[config.mk]
export PLATFORM = sky130hd
export DESIGN_NAME = attractor_recorder
export DESIGN_NICKNAME = d
export VERILOG_FILES = /design/src/rtl/gene_pkg.sv /design/src/rtl/rec_fifo.sv /design/src/rtl/attractor_recorder.sv
export SDC_FILE = /design/constraint.sdc
export NUM_CORES = 1
export LEC_CHECK = 0
export ABC_AREA = 1
export BUFFER_PORTS_ARGS = -buffer_cell sky130_fd_sc_hd__clkbuf_2
export CORE_MARGIN = 2
export CORE_UTILIZATION = 59
export CTS_CLUSTER_SIZE = 8
export DETAILED_ROUTE_END_ITERATION = 16
export HOLD_SLACK_MARGIN = 0.1
export PLACE_DENSITY = 0.79
export RECOVER_POWER = 50
export SKIP_CTS_REPAIR_TIMING = 1
export SLEW_MARGIN = 5
export SYNTH_ARGS = -nofsm -noshare
export SYNTH_HDL_FRONTEND = slang
export SYNTH_SLANG_ARGS = --single-unit
export TNS_END_PERCENT = 1
[constraint.sdc]
create_clock -name clk -period 3.4 [get_ports clk]
set_input_delay 0.34 -clock clk [delete_from_list [all_inputs] [get_ports clk]]
set_output_delay 0.34 -clock clk [all_outputs]
set_load 0.01 [all_outputs]
[src/rtl/gene_pkg.sv]
// rtl/gene_pkg.sv - shared widths, attractor kind encoding and packed result record
package gene_pkg;

  localparam int STATE_W = 8;
  localparam int CNT_W   = 9;

  typedef enum logic [1:0] {
    FIXED    = 2'b00,
    CYCLE    = 2'b01,
    UNRES    = 2'b10,
    CONFLICT = 2'b11
  } attr_kind_t;

  typedef struct packed {
    logic [STATE_W-1:0] init;
    logic [STATE_W-1:0] state;
    attr_kind_t         kind;
    logic [3:0]         period;
  } attr_rec_t;

  function automatic attr_kind_t classify(input logic fixed, input logic cycle);
    case ({fixed, cycle})
      2'b10:   return FIXED;
      2'b01:   return CYCLE;
      2'b11:   return CONFLICT;
      default: return UNRES;
    endcase
  endfunction

endpackage

[src/rtl/rec_fifo.sv]
// rtl/rec_fifo.sv - first-word-fall-through FIFO of result records with synchronous flush
module rec_fifo
  import gene_pkg::*;
#(
  parameter int DEPTH = 8
) (
  input  logic      clk,
  input  logic      rst,
  input  logic      clr,
  input  logic      push,
  input  attr_rec_t din,
  input  logic      pop,
  output attr_rec_t dout,
  output logic      empty,
  output logic      full
);

  localparam int AW = $clog2(DEPTH);
  localparam logic [AW:0] PTR_ONE = 1;

  logic [AW:0] wr_q, wr_d, rd_q, rd_d;
  attr_rec_t   mem_q [DEPTH];

  // Extra pointer bit distinguishes a wrapped (full) state from empty.
  assign empty = (wr_q == rd_q);
  assign full  = (wr_q[AW] != rd_q[AW]) && (wr_q[AW-1:0] == rd_q[AW-1:0]);
  assign dout  = empty ? '0 : mem_q[rd_q[AW-1:0]];

  always_comb begin
    wr_d = wr_q;
    rd_d = rd_q;
    if (clr) begin
      wr_d = '0;
      rd_d = '0;
    end else begin
      if (push && !full) wr_d = wr_q + PTR_ONE;
      if (pop && !empty) rd_d = rd_q + PTR_ONE;
    end
  end

  always_ff @(posedge clk or negedge rst) begin
    if (!rst) begin
      wr_q <= '0;
      rd_q <= '0;
    end else begin
      wr_q <= wr_d;
      rd_q <= rd_d;
    end
  end

  always_ff @(posedge clk) begin
    if (push && !full && !clr) mem_q[wr_q[AW-1:0]] <= din;
  end

endmodule

[src/rtl/attractor_recorder.sv]
// rtl/attractor_recorder.sv - classifies sweep verdicts, buffers records, keeps per-kind tallies
// Optional distinct fixed-point counting is built when ATTR_REC_DISTINCT_EN is defined.
module attractor_recorder
  import gene_pkg::*;
#(
  parameter int DEPTH  = 8,
  parameter int N_INIT = 256
) (
  input  logic               clk,
  input  logic               rst,
  input  logic               sweep_clr,
  input  logic               in_valid,
  output logic               in_ready,
  input  logic [STATE_W-1:0] in_init,
  input  logic [STATE_W-1:0] in_state,
  input  logic               in_fixed,
  input  logic               in_cycle,
  input  logic [3:0]         in_period,
  output logic               out_valid,
  input  logic               out_ready,
  output logic [21:0]        out_data,
  output logic [CNT_W-1:0]   fixed_cnt,
  output logic [CNT_W-1:0]   cycle_cnt,
  output logic [CNT_W-1:0]   unres_cnt,
  output logic [CNT_W-1:0]   conflict_cnt,
  output logic [CNT_W-1:0]   distinct_cnt,
  output logic               done
);

  localparam logic [CNT_W-1:0] CNT_ONE = 1;
  localparam logic [CNT_W-1:0] N_LAST  = CNT_W'(N_INIT);

  logic             live_q;
  logic             done_q, done_d;
  logic [CNT_W-1:0] acc_q, acc_d;
  logic [CNT_W-1:0] tally_q [4];
  logic [CNT_W-1:0] tally_d [4];
  logic             accept, fifo_empty, fifo_full;
  attr_kind_t       kind;
  attr_rec_t        rec, head;

  assign kind       = classify(in_fixed, in_cycle);
  assign rec.init   = in_init;
  assign rec.state  = in_state;
  assign rec.kind   = kind;
  assign rec.period = (kind == CYCLE) ? in_period : 4'd0;

  // live_q keeps in_ready low until the first edge after reset release.
  assign in_ready = live_q && !fifo_full && !done_q && !sweep_clr;
  assign accept   = in_valid && in_ready;

  rec_fifo #(.DEPTH(DEPTH)) u_fifo (
    .clk   (clk),
    .rst   (rst),
    .clr   (sweep_clr),
    .push  (accept),
    .din   (rec),
    .pop   (out_valid && out_ready),
    .dout  (head),
    .empty (fifo_empty),
    .full  (fifo_full)
  );

  assign out_valid = !fifo_empty;
  assign out_data  = head;

  always_comb begin
    tally_d = tally_q;
    acc_d   = acc_q;
    done_d  = done_q;
    if (sweep_clr) begin
      for (int k = 0; k < 4; k++) tally_d[k] = '0;
      acc_d  = '0;
      done_d = 1'b0;
    end else if (accept) begin
      if (tally_q[kind] != '1) tally_d[kind] = tally_q[kind] + CNT_ONE;
      acc_d = acc_q + CNT_ONE;
      if (acc_d == N_LAST) done_d = 1'b1;
    end
  end

  always_ff @(posedge clk or negedge rst) begin
    if (!rst) begin
      live_q <= 1'b0;
      done_q <= 1'b0;
      acc_q  <= '0;
      for (int k = 0; k < 4; k++) tally_q[k] <= '0;
    end else begin
      live_q  <= 1'b1;
      done_q  <= done_d;
      acc_q   <= acc_d;
      tally_q <= tally_d;
    end
  end

  assign fixed_cnt    = tally_q[FIXED];
  assign cycle_cnt    = tally_q[CYCLE];
  assign unres_cnt    = tally_q[UNRES];
  assign conflict_cnt = tally_q[CONFLICT];
  assign done         = done_q;

`ifdef ATTR_REC_DISTINCT_EN
  logic [(1<<STATE_W)-1:0] seen_q, seen_d;
  logic [CNT_W-1:0]        dist_q, dist_d;

  always_comb begin
    seen_d = seen_q;
    dist_d = dist_q;
    if (sweep_clr) begin
      seen_d = '0;
      dist_d = '0;
    end else if (accept && kind == FIXED && !seen_q[in_state]) begin
      seen_d[in_state] = 1'b1;
      if (dist_q != '1) dist_d = dist_q + CNT_ONE;
    end
  end

  always_ff @(posedge clk or negedge rst) begin
    if (!rst) begin
      seen_q <= '0;
      dist_q <= '0;
    end else begin
      seen_q <= seen_d;
      dist_q <= dist_d;
    end
  end

  assign distinct_cnt = dist_q;
`else
  assign distinct_cnt = '0;
`endif

endmodule

# Yosys cells after proc, flatten, opt, wreduce, memory -nomap -nowiden

Memories as Yosys holds them, arrays and structs flattened.
Index checks and enable logic that the tools add are counted.

Flip-flop bits (word level): 55
Bits in writable memories: 176
Input port bits: 27
Output and inout port bits: 70
Word-level logic and storage cells: 70
Memories kept: 1

Add/subtract/negate cells: 4
Order comparisons: 2
Equal/unequal tests: 9
Muxes and demuxes: 23
Bitwise gates (word level): 1
Reductions and logical operators: 21

Memories:

| memory       | depth | width | rd ports | clocked after memory_dff | write ports | line           | source |
|---|---|---|---|---|---|---|---|
| u_fifo.mem_q | 8     | 22    | 1        | 0                        | 1           | rec_fifo.sv:22 | `attr_rec_t mem_q [DEPTH];` |

Operators by type and width:

| operator            | count |
|---|---|
| $mux 36             | 3 |
| $mux 9              | 5 |
| $bwmux 36           | 1 |
| $mux 22             | 1 |
| $mux 4              | 5 |
| $add 9x1->9 const B | 2 |
| $bmux 9 s2          | 1 |
| $demux 9 s2         | 1 |
| $logic_and 1x1->1   | 10 |
| $reduce_bool 2->1   | 5 |
| $eq 9x9->1 const B  | 1 |
| $ne 9x9->1 const B  | 1 |
| $add 4x1->4 const B | 2 |
| $pmux 2 s3          | 1 |
| $mux 1              | 5 |
| $eq 2x1->1 const B  | 2 |
| $eq 2x2->1 const B  | 2 |
| $eq 4x4->1          | 1 |
| $logic_not 1->1     | 4 |
| $reduce_and 2->1    | 2 |
| $eq 3x3->1          | 1 |
| $ge 3x3->1 const B  | 1 |
| $lt 3x1->1 const B  | 1 |
| $not 2->3           | 1 |
| $ne 1x1->1          | 1 |

# Depth between registers and ports, before layout

Depth in word-level cells: 11
Mapped depth: 19
Gate-level depth less buffers: 19

# Hierarchy

A second synthesis with hierarchy kept.

Cell total of the unflattened synthesis: 994
Area, all modules: 10393.7 um^2

By module, submodules not included:

| module             | instances | cells an instance | area an instance (um^2) |
|---|---|---|---|
| rec_fifo           | 1         | 614               | 7543.5 |
| attractor_recorder | 1         | 380               | 2850.2 |

# Worst setup path before layout

OpenSTA, ideal clock, no wires.

Kind: reg-to-reg
Start point: register u_fifo.rd_q[0]
End point: memory u_fifo.mem_q[0][0] (netlist name) (enable)
Setup time: 0.429 ns
Arrival: 2.701 ns
Data required time: 2.971 ns
Path slack: 0.270 ns
Cell stages (with the launch flop): 8
Period minus slack after synthesis: 3.130 ns
Cell sequence: dfrtp_1 buf_2 xnor2_2 nand4_2 nand3_4 inv_2 nand2_1 nor3_1

Cells in the longest elaborated chain, start to end: 11

Ends and longest elaborated chain:

| item                                | line                                     | source |
|---|---|---|
| start: declaration                  | rec_fifo.sv:21                           | `logic [AW:0] wr_q, wr_d, rd_q, rd_d;` |
| start signal: assignment            | rec_fifo.sv:47                           | `rd_q <= rd_d;` |
| $eq 3x3->1 (*)                      | rec_fifo.sv:26                           | `assign full = (wr_q[AW] != rd_q[AW]) && (wr_q[AW-1:0] == rd_q[AW-1:0]);` |
| $logic_and 1x1->1 (*)               | rec_fifo.sv:26                           |  |
| $logic_not 1->1 (*)                 | rec_fifo.sv:52, attractor_recorder.sv:49 |  |
| $logic_and 1x1->1 (3 in series)     | attractor_recorder.sv:49                 | `assign in_ready = live_q && !fifo_full && !done_q && !sweep_clr;` |
| $logic_and 1x1->1                   | attractor_recorder.sv:50                 | `assign accept = in_valid && in_ready;` |
| $logic_and 1x1->1 (*) (2 in series) | rec_fifo.sv:52                           | `if (push && !full && !clr) mem_q[wr_q[AW-1:0]] <= din;` |
| $mux 1 (*)                          | rec_fifo.sv:52                           |  |
| $mux 1 (not written as such) (*)    | rec_fifo.sv:52                           |  |
| end: declaration                    | rec_fifo.sv:22                           |  |

Mark *: on every way between the ends. The rest lies on a longest branch, timed or not.

# Worst setup path after layout

Start point: register u_fifo.rd_q[0]
End point: output port out_data[1]

Cells in the longest elaborated chain, start to end: 2

Ends and longest elaborated chain:

| item                                       | line                     | source |
|---|---|---|
| $mem_v2 8x22 or $eq 4x4->1 (tied branches) | n/a                      |  |
| $mux 22 (*)                                | rec_fifo.sv:27           | `assign dout = empty ? '0 : mem_q[rd_q[AW-1:0]];` |
| end: declaration                           | attractor_recorder.sv:21 | `output logic [21:0] out_data,` |

Marks and branches as above.

==> key figures <==
Run status
  – Status: complete, no violations

Timing
  – Rel. slew slack: approximately 6.9%
  – Crit path time final: roughly 2.9 ns
  – Least-Margin Pin Slew: approximately 1.4 ns
  – RSZ-0062 raised after global routing: no
  – Pins over their slew limit: 0
  – Post-Route Setup TNS: 0 ns
  – Final hold violation count: 0
  – Period utilisation layout: 85.8%
  – Clock skew: between 0.015 and 0.02 ns
  – F_max: ~340 MHz
  – Final setup viols: 0
  – Hold_ws: approximately 0.18 ns

Floorplanning
  – Die Ht: about 140 µm
  – I/O pin cnt: 97
  – Core box area: roughly 17000 µm²
  – Chip Width: ~140 µm
  – Rows: between 40 and 50
  – Die area: around 18000 µm²
  – Initial Utilization: 60.8%

Logic synthesis
  – Post-synthesis adder-cell area fraction: under 10%
  – Syn. warnings: 0
  – Synth Register Bits: between 200 and 250
  – Post-synthesis cell count: 957
  – Top cells by area, synth: edfxtp_1, dfrtp_1, nand2_1
  – Synth Area in Compound Gates: about a tenth
  – Xor/xnor share of the synthesized area: 0.752%
  – Synthesized area per cell: roughly 11 µm²
  – Post-synthesis mux area share: 0%
  – Largest family of logic cells by synthesized area: simple AND/OR/NAND/NOR gates
  – Post-synth top area cell: edfxtp_1
  – Register area share after synthesis: about 66%
  – Simple-gate share of the synthesized area: between 10% and 20%
  – Top cell type's share of synthesized area: roughly 52%
  – Synthesized area: just over 10000 µm²
  – Library cells used by synthesis: 31

Clock network
  – CTS buffer count: 34
  – Clock sink count: about 230
  – # H-tree levels: 2
  – CTS root buffer: clkbuf_16
  – Worst-Skew Late Latency: 0.50 ns
  – Max clock buf depth: 3
  – CTS tree: yes
  – Worst-path clk slew: 0.05 ns

Global routing
  – First-pass GRT wire length: between 30000 and 40000 µm
  – Vias in the first global route: between 7000 and 8000
  – GRT Overall Usage: a little over a quarter
  – Antenna violations before repair: 1
  – GR Overflow Total: 0
  – Largest net degree at the start of global routing: 83

Worst setup path
  – FF-to-FF End: u_fifo.mem_q[4][12]
  – Worst reg2reg startpoint: u_fifo.wr_q[2]
  – Worst-path maximum fanout: 82
  – CP endpoint kind: output pin
  – Critical Path AT: about 2.6 ns
  – R2r setup slk: ~0.87 ns
  – CP Launch Type: flop
  – Crit path kind: reg2out
  – R2R cell count: 9
  – CP required: 3.06 ns

Min path
  – WHS Endpoint: u_fifo.mem_q[6][15]
  – Hold path cells: 1
  – Hold_sp: in_init[1]
  – Worst Hold Class: in2reg

Routing
  – Final WL: 23300 µm
  – Vias per Instance: approximately 5.7
  – Drt first-iter violations: roughly 600
  – DR DRC count: 0
  – 1st-pass router iterations: 6
  – Routed Antenna Nets: 0
  – DR vias: around 7300
  – DR WL/cell: roughly 18 µm

Layout
  – Fin nets: 1096
  – Layout cells sized above 1: between 10% and 20%
  – Fill count: between 1000 and 1500
  – Synthesis-to-layout area growth: 15.5%
  – Final core utilization: a little over two thirds

Pwr
  – Sequential share of power: 44.3%
  – Power per cell area: 602 nW/µm²
  – Pleak: approximately 4.7 nW
  – Psw: between 1.5 and 2 mW
  – Internal Power: 5.22 mW
  – Clock network fraction of total power: between 40% and 50%
  – Switching share of power: 26.0%
  – Logic pwr share: around 14%
  – VDD IR max: 0.393 mV

Flow run
  – MaxCap Viol Count: 0

Placed design
  – Placer Congestion: between 0.8 and 0.9
  – PortBufs: 87
  – Detailed Place HPWL: 13900 µm
[cells in the mapped netlist]
| cell type | number |
|---|---|
| nand2_1 | 179 |
| edfxtp_1 | 176 |
| nor2_1 | 154 |
| o21ai_0 | 124 |
| dfrtp_1 | 55 |
| inv_1 | 54 |
| o22ai_1 | 47 |
| nand3_1 | 34 |
| clkbuf_1 | 31 |
| nand2_2 | 13 |
| inv_2 | 12 |
| ha_1 | 10 |
| buf_4 | 9 |
| nor3_1 | 8 |
| buf_2 | 7 |
| nand3_2 | 7 |
| xor2_1 | 5 |
| nand2_4 | 4 |
| nor2_2 | 4 |
| nor2_4 | 4 |
| nand3_4 | 3 |
| a21oi_1 | 2 |
| buf_6 | 2 |
| conb_1 | 2 |
| nand4_2 | 2 |
| o21ai_1 | 2 |
| o21bai_1 | 2 |
| xnor2_2 | 2 |
| buf_8 | 1 |
| o21bai_2 | 1 |
| o31ai_1 | 1 |
[layout make-up]
type                            instances  area [µm²]  area share, %
Sequential cell                       231        6660           56.8
Multi-Input combinational cell        618        3040           26.0
Clock buffer                           50         911           7.77
Timing Repair Buffer                  108         544           4.64
Tap cell                              220         275           2.35
Inverter                               66         248           2.11
Clock inverter                          3        33.8          0.288
Antenna cell                            1        2.50         0.0213
[routing by layer]
layer	up-vias	wire length, µm	GRT usage (%)	share of wire (%)
met3	36	1880	5.76	8.1
met1	3506	9600	35.2	41
li1	3458	-	-	-
met5	-	0	0	0
met2	332	11500	42.8	49
met4	0	368	8.16	1.6
[stage by stage]
stage / setup WS, ns / power [mW] / instance area [µm²] / std cells
after floorplan: 0.270 / 3.80 / 10200 / 965
after global placement: 0.338 / 4.10 / 10800 / 1242
after detailed placement: 0.181 / 4.13 / 10800 / 1242
after CTS: 0.478 / 7.10 / 11800 / 1295
after global routing: 0.255 / 7.33 / 11700 / 1297
final: 0.482 / 7.05 / 11700 / 1297
[sequential cells by signal (all words and copies together), names as in the netlist]
signal        cells
u_fifo.mem_q    176
acc_q             9
conflict_cnt      9
cycle_cnt         9
fixed_cnt         9
unres_cnt         9
u_fifo.rd_q       4
u_fifo.wr_q       4
done              1
live_q            1
[cell families after synthesis]
| logic type | Yosys count |
|---|---|
| flops | 231 |
| xor+xnor | 7 |
| fa+ha+maj | 10 |
| compound gates | 179 |
| simple gates | 412 |
| buf+inv | 116 |
| other cells | 2 |
[worst max-delay path, stage by stage, from the launching register on]
cell      delay (ns)
dfrtp_2         0.50
buf_4           0.68
o21ai_0         0.24
o22ai_1         0.21
nor2_1          0.06
nor2_1          0.19
clkbuf_2        0.17
[layout by cell type, fill, tap and decap left out, drive strengths merged, types with 2 or more instances in the layout]
cell and instances:
conb 10, ha 10, edfxtp 176, clkbuf 138, nor2 162, nor3 8, nand4 2, inv 68
a21oi 2, o21bai 3, o21ai 126, nand2 196, xor2 5, dfrtp 55, xnor2 2, nand3 44
buf 19, o22ai 47
[power by group through the flow]
stage | logic [mW] | registers (mW) | clock network, mW
final | 0.957 | 3.12 | 2.97
after floorplan | 0.636 | 3.16 | 0
after detailed placement | 0.957 | 3.17 | 0
after global routing | 1.08 | 3.12 | 3.13
after global placement | 0.926 | 3.17 | 0
after CTS | 0.964 | 3.12 | 3.01
[worst max-delay path by stage]
stage	from	end	slack, ns
after floorplan	u_fifo.rd_q[0]	u_fifo.mem_q[0][0]	0.27
after CTS	u_fifo.rd_q[0]	out_data[1]	0.48
after detailed placement	in_fixed	conflict_cnt[7]	0.18
after global placement	in_fixed	cycle_cnt[6]	0.34
final	u_fifo.rd_q[0]	out_data[1]	0.48
after global routing	u_fifo.rd_q[0]	out_data[1]	0.26
(Power assumes the default switching activity.)
